### src/rtl/switch_bounce_gen_if.sv
// Bus bundle for switch_bounce_gen.
//   target     requested clean switch level
//   n_bounce   spurious toggle pairs per transition
//   gap_mask   AND-mask limiting each pseudo-random hold length
//   sw         emulated bouncy switch output
//   busy       bounce sequence in progress
//   done_tick  one-cycle pulse once sw has settled
interface switch_bounce_gen_if #(
   parameter int unsigned GAP_W = 16,
   parameter int unsigned NB    = 4
);
   logic             target;
   logic [NB-1:0]    n_bounce;
   logic [GAP_W-1:0] gap_mask;
   logic             sw;
   logic             busy;
   logic             done_tick;

   modport master (
      output target, n_bounce, gap_mask,
      input  sw, busy, done_tick
   );

   modport slave (
      input  target, n_bounce, gap_mask,
      output sw, busy, done_tick
   );
endinterface

### src/rtl/switch_bounce_gen.sv
// Mechanical switch bounce emulator. When target differs from sw, sw toggles
// 2*n_bounce+1 times with pseudo-random hold lengths taken from a 16-bit LFSR,
// ends at the requested level, waits one settle gap, then pulses done_tick.
//   clk    rising-edge clock
//   reset  asynchronous, active-high
//   bus    switch_bounce_gen_if slave (target, n_bounce, gap_mask in;
//          sw, busy, done_tick out, all registered)
module switch_bounce_gen #(
   parameter int unsigned GAP_W = 16,
   parameter int unsigned NB    = 4,
   parameter logic [15:0] SEED  = 16'hACE1
) (
   input logic               clk,
   input logic               reset,
   switch_bounce_gen_if.slave bus
);

   localparam logic [15:0] SEED_EFF = (SEED == 16'h0000) ? 16'hACE1 : SEED;
   localparam int unsigned TW       = NB + 1;

   typedef enum logic [1:0] {
      S_IDLE   = 2'd0,
      S_BOUNCE = 2'd1,
      S_DONE   = 2'd2
   } state_t;

   state_t           state;
   logic [15:0]      lfsr;
   logic [GAP_W-1:0] gap;
   logic [TW-1:0]    tcnt;
   logic             tgt;
   logic             sw_q;
   logic             busy_q;
   logic             done_q;

   logic             lfsr_fb_c;
   logic [GAP_W-1:0] gap_load_c;

   // Taps for x^16+x^14+x^13+x^11+1
   assign lfsr_fb_c  = lfsr[15] ^ lfsr[13] ^ lfsr[12] ^ lfsr[10];
   assign gap_load_c = lfsr[GAP_W-1:0] & bus.gap_mask;

   // Free-running LFSR; a nonzero seed keeps it off the all-zero lockup state
   always_ff @(posedge clk or posedge reset) begin
      if (reset) lfsr <= SEED_EFF;
      else       lfsr <= {lfsr[14:0], lfsr_fb_c};
   end

   // Sequencer: outputs registered alongside the state they decode
   always_ff @(posedge clk or posedge reset) begin
      if (reset) begin
         state  <= S_IDLE;
         gap    <= '0;
         tcnt   <= '0;
         tgt    <= 1'b0;
         sw_q   <= 1'b0;
         busy_q <= 1'b0;
         done_q <= 1'b0;
      end else begin
         done_q <= 1'b0;
         case (state)
            S_IDLE: begin
               busy_q <= 1'b0;
               if (bus.target != sw_q) begin
                  // First toggle lands sw on the new target immediately
                  sw_q   <= ~sw_q;
                  tgt    <= bus.target;
                  tcnt   <= {bus.n_bounce, 1'b0};
                  gap    <= gap_load_c;
                  busy_q <= 1'b1;
                  state  <= S_BOUNCE;
               end
            end
            S_BOUNCE: begin
               if (gap != '0) begin
                  gap <= gap - GAP_W'(1);
               end else if (tcnt != '0) begin
                  sw_q <= ~sw_q;
                  tcnt <= tcnt - TW'(1);
                  gap  <= gap_load_c;
               end else begin
                  // Even toggle count since the first leaves sw == tgt already
                  sw_q   <= tgt;
                  done_q <= 1'b1;
                  state  <= S_DONE;
               end
            end
            S_DONE: begin
               busy_q <= 1'b0;
               state  <= S_IDLE;
            end
            default: begin
               busy_q <= 1'b0;
               state  <= S_IDLE;
            end
         endcase
      end
   end

   assign bus.sw        = sw_q;
   assign bus.busy      = busy_q;
   assign bus.done_tick = done_q;

endmodule

### src/flat_wrapper.sv
// flat-port wrapper written by rule: the top's interface ports become plain ports
module switch_bounce_gen_flat 
#(
   parameter int unsigned GAP_W = 16,
   parameter int unsigned NB    = 4,
   parameter logic [15:0] SEED  = 16'hACE1
)
  (clk, reset, bus_target, bus_n_bounce, bus_gap_mask, bus_sw, bus_busy, bus_done_tick);
  switch_bounce_gen_if #(.GAP_W(GAP_W), .NB(NB)) bus_i ();
  input logic clk;
  input logic reset;
  input wire logic [$bits(bus_i.target)-1:0] bus_target;
  input wire logic [$bits(bus_i.n_bounce)-1:0] bus_n_bounce;
  input wire logic [$bits(bus_i.gap_mask)-1:0] bus_gap_mask;
  output wire logic [$bits(bus_i.sw)-1:0] bus_sw;
  output wire logic [$bits(bus_i.busy)-1:0] bus_busy;
  output wire logic [$bits(bus_i.done_tick)-1:0] bus_done_tick;
  assign bus_i.target = bus_target;
  assign bus_i.n_bounce = bus_n_bounce;
  assign bus_i.gap_mask = bus_gap_mask;
  assign bus_sw = bus_i.sw;
  assign bus_busy = bus_i.busy;
  assign bus_done_tick = bus_i.done_tick;
  switch_bounce_gen #(.GAP_W(GAP_W), .NB(NB), .SEED(SEED)) u_core (.clk(clk), .reset(reset), .bus(bus_i));
endmodule
### config.mk
export PLATFORM = sky130hd
export DESIGN_NAME = switch_bounce_gen_flat
export DESIGN_NICKNAME = d
export VERILOG_FILES = /design/src/rtl/switch_bounce_gen_if.sv /design/src/rtl/switch_bounce_gen.sv /design/src/flat_wrapper.sv
export SDC_FILE = /design/constraint.sdc
export NUM_CORES = 1
export LEC_CHECK = 0
export ABC_AREA = 1
export CAP_MARGIN = 5
export CORE_AREA = 2 2 68 70
export CTS_CLUSTER_DIAMETER = 30
export CTS_CLUSTER_SIZE = 10
export DETAILED_ROUTE_END_ITERATION = 10
export DIE_AREA = 0 0 70 72
export GPL_TIMING_DRIVEN = 0
export PLACE_DENSITY = 0.78
export SYNTH_ARGS = -nofsm -noshare
export SYNTH_HDL_FRONTEND = slang
export SYNTH_SLANG_ARGS = --single-unit
### constraint.sdc
create_clock -name clk -period 1.8 [get_ports clk]
set_clock_uncertainty 0.1 [all_clocks]
set_input_delay 0.18 -clock clk [delete_from_list [all_inputs] [get_ports clk]]
set_output_delay 0.18 -clock clk [all_outputs]
set_load 0.05 [all_outputs]
==> results <==
- Summing over every cut layer, the via total after detailed routing is 1982.
- Setup slack on the worst reg-to-reg path comes out at 30 ps.
- The remaining routing DRC violations is 0.
- The final layout net count is 363.
- The number of antenna diodes is 0.
- The worst register-to-register path begins at u_core.gap[0]$_DFFE_PP0P_.
- Setup violations remaining at the end of the flow were counted as 0.
- The launching element type of the critical path is a flip-flop.
- After synthesis, the most frequently instantiated cells are 104 x sky130_fd_sc_hd__nand2_1, 35 x sky130_fd_sc_hd__dfrtp_1, 29 x sky130_fd_sc_hd__nor2_1.
- Counting buffers and inverters, the worst setup path is 10 cells deep.
- Summed over all layers, the routed wires come to 5030 um.
- The die span in y is 72 um.
- The initial antenna violation count is 0.
- A synthesized cell averages 7.84 sq um.
- The type of the worst min-delay path is flip-flop to flip-flop.
- The congestion estimate from routability-driven global placement came to 0.845.
- STA puts the critical path data arrival time at 1850 ps.
- The timing startpoint of the critical path is u_core.gap[0]$_DFFE_PP0P_.
- The start-to-end type of the worst setup path is flip-flop to flip-flop.
- The kind of capture point of the worst setup path is a flip-flop.
- The horizontal die dimension is 70 um.
- The flip-flop cell with the highest count after synthesis is sky130_fd_sc_hd__dfrtp_1.
- In the routed layout, each cell is associated on average with a via count of 5.10.
- During synthesis, Yosys emitted a total of 0 warnings.
- Entering global routing, the biggest net connects 44 pins.
- The kind of cell adding the most delay to the critical path is simple AND/OR/NAND/NOR gates.
- The dominant cell type by area after synthesis is sky130_fd_sc_hd__dfrtp_1.
- The leakage power of the design is 1.40 nW.
- The top-area cell type share of the netlist area is 0.372.
- The clock transition at the register clock pins on the worst setup and hold paths after CTS is 80 ps.
- The netlist uses 27 different library cells.
- The remaining max-slew budget at the tightest pin is 0.414.
- The number of design-rule violations left by the first detailed-router iteration is 159.
- The number of levels in the clock H-tree is 2.
- At the end of the flow the core is filled with cells to 0.663.
- TritonCTS built the clock tree.
- The detail-routed net length per standard cell is 12.9 um.
- Once routing completed, OpenROAD measured the worst setup slack at 27.5 ps.
- The sum of net half-perimeters after detailed placement is 3490 um.
- The top-level I/O count is 26.
- The post-synthesis instance area is 2350 sq um.
- The worst-margin pin slew is 877 ps.
- The fraction of layout cells with a size suffix above 1 is 0.157.
- The synthesized flop and latch total is 43.
- The first TritonRoute pass finished after 4 iterations.
- The global-route wire length before repair is 8480 um.
- The slowest stage of the critical path is the sky130_fd_sc_hd__dfrtp_1 cell.
- The clock latency reported for the late side of the worst-skew pair is 300 ps.
- Counting the buffers created by CTS gives 5.
- The total global routing track utilization is 0.214.
- The most prevalent standard cell on the critical path is sky130_fd_sc_hd__nand2_4.
- OpenSTA, run right after detailed placement, puts the worst setup slack at -52.8 ps.
- The maximum clock insertion buffer count is 2.
- The number of synthesized flops with an enable pin is 0.
- By area the synthesized netlist is led by sky130_fd_sc_hd__dfrtp_1 37%, sky130_fd_sc_hd__nand2_1 17%, sky130_fd_sc_hd__dfstp_2 8.9%.
- The cell sitting at the root of the clock tree is a sky130_fd_sc_hd__clkbuf_8.
- Measured in cells, the most critical reg-to-reg path has a length of 10.
- The initial core utilization is 0.552.
- Across the VDD grid, the largest voltage drop is 0.000414 V.
- The number of port buffers is 25.
- The run finished with clean final reports.
- The site row count is 24.
- The required time of the critical path is 1880 ps.
- For the finished layout, the period the worst path requires is 1770 ps.
- Dividing total power by cell area gives a power density of 598 nW/um^2.
- The portion of the post-synthesis area used by sequential elements is 0.462.
- Static timing analysis puts the maximum clock frequency at 564 MHz.
- The instance count of the mapped netlist is 300.
- Of all flip-flops after synthesis, the portion carrying an async set or reset was 1.00.
- After filler insertion, the fill cell instance count of the layout stands at 355.
- The leading cell type by number of instances after synthesis is sky130_fd_sc_hd__nand2_1.
- Clock tree synthesis found a total of 43 sinks.
- The overall overflow remaining after global route is 0.
- The area of all sequential standard cells is 1090 sq um.
- The detail route stage leaves a number of antenna-violating nets equal to 0.
- The post-route clock period utilization is 0.985.
- The floorplan step defined a die boundary enclosing 5040 sq um.
- The number of buffer and inverter instances along the worst setup path is 2.
- The capturing point of the worst reg2reg path is u_core.gap[7]$_DFFE_PP0P_.
- Synthesis produced a netlist with a net count of 327.
- The signal on the critical path passes through inv_2 -> ha_2 -> nand2_1 -> nor2_4 -> nand2_2 -> nand2_4 -> nand2_4 -> buf_6 -> nor2_1 -> a21oi_1.
- The final count of pins violating max slew is 0.
- The post-synthesis to final-layout area growth is 20.1%.
- The area of combinational cells with multiple inputs is 1130 sq um.
- The maximum single-stage delay on the critical path is 400 ps.
- In this run the worst setup path terminates at u_core.gap[7]$_DFFE_PP0P_.
- The core area is 4260 sq um.
- The via count of the first global-routing pass is 1893.
- The post-layout total power is 0.00169 W.
- Max-cap violations in this run came to 0.
- The number of hold violations in the final report was 0.
- In this run the worst path has a maximum fanout of 10.
==> cell usage in the layout, fill, tap and decap left out, types with 6 or more instances in the layout <==
| cell | instances |
|---|---|
| sky130_fd_sc_hd__o21ai_1 | 15 |
| sky130_fd_sc_hd__inv_2 | 8 |
| sky130_fd_sc_hd__o21ai_0 | 11 |
| sky130_fd_sc_hd__dfrtp_1 | 35 |
| sky130_fd_sc_hd__dfstp_2 | 8 |
| sky130_fd_sc_hd__inv_1 | 25 |
| sky130_fd_sc_hd__clkdlybuf4s50_1 | 24 |
| sky130_fd_sc_hd__nor2_1 | 26 |
| sky130_fd_sc_hd__nand3_1 | 17 |
| sky130_fd_sc_hd__xor2_1 | 9 |
| sky130_fd_sc_hd__nand2_1 | 104 |
| sky130_fd_sc_hd__clkbuf_8 | 6 |
==> registers in the layout, summed over array words and instances (netlist names) <==
register,cells
u_core.bus.busy,1
u_core.tcnt,5
u_core.tgt,1
u_core.lfsr,16
u_core.state,2
u_core.bus.done_tick,1
u_core.bus.sw,1
u_core.gap,16
==> power by group <==
group,internal [W],switching [W],total (W)
combinational,0.0000424,0.0000246,0.0000670
clock,0.000313,0.000344,0.000657
sequential,0.000966,0,0.000966
total,0.00132,0.000369,0.00169
==> cell type report <==
class                           count  share of cell area
Clock buffer                        6              0.0292
Tap cell                           52              0.0230
Inverter                           33              0.0438
Multi-Input combinational cell    220               0.400
Timing Repair Buffer               29              0.0988
Buffer                              4              0.0146
Sequential cell                    43               0.384
Clock inverter                      2             0.00576
==> per-stage QoR <==
stage / instances / setup TNS (ps) / instance area, sq um / hold slack [ps]
finish: 389 / 0 / 2830 / 272
floorplan: 300 / 0 / 2350 / 239
detailed placement: 377 / -72.3 / 2670 / 262
global route: 389 / -76.1 / 2830 / 283
CTS: 385 / 0 / 2770 / 275
global placement: 377 / -12060 / 2670 / 256
==> how the worst min path moves through the flow <==
| stage | start | end | slack, ps | cells past startpoint |
|---|---|---|---|---|
| after CTS | u_core.lfsr[6]$_DFF_PP1_ | u_core.lfsr[7]$_DFF_PP1_ | 270 | 0 |
| after detailed placement | u_core.lfsr[6]$_DFF_PP1_ | u_core.lfsr[7]$_DFF_PP1_ | 260 | 0 |
| final | u_core.lfsr[6]$_DFF_PP1_ | u_core.lfsr[7]$_DFF_PP1_ | 270 | 0 |
| after global placement | u_core.lfsr[2]$_DFF_PP0_ | u_core.lfsr[3]$_DFF_PP0_ | 260 | 0 |
| after global routing | u_core.lfsr[6]$_DFF_PP1_ | u_core.lfsr[7]$_DFF_PP1_ | 280 | 0 |
| after floorplan | bus_target | u_core.tgt$_DFFE_PP0P_ | 240 | 2 |
==> repair_timing <==
item                       in CTS  in global routing
resized for setup               2                 11
setup endpoints to repair       4                 15
gates cloned                    0                  1
hold buffers                    0                  0
buffers inserted                0                  3
pin swaps                       0                  1
==> metal layers <==
layer  GRT usage  vias to the layer above  wire, um
li1            -                     1011         -
met1       0.298                      920      2400
met2       0.337                       44      2350
met3      0.0458                        7       212
met4      0.0769                        0        71
met5           0                        -         0
==> kinds of logic after synthesis <==
group | share of synthesized area
simple gates | 0.314
buf+inv | 0.0691
flops | 0.462
fa+ha+maj | 0.0213
compound gates | 0.0894
xor+xnor | 0.0447
Note: power is estimated with default switching activity, not from simulation.
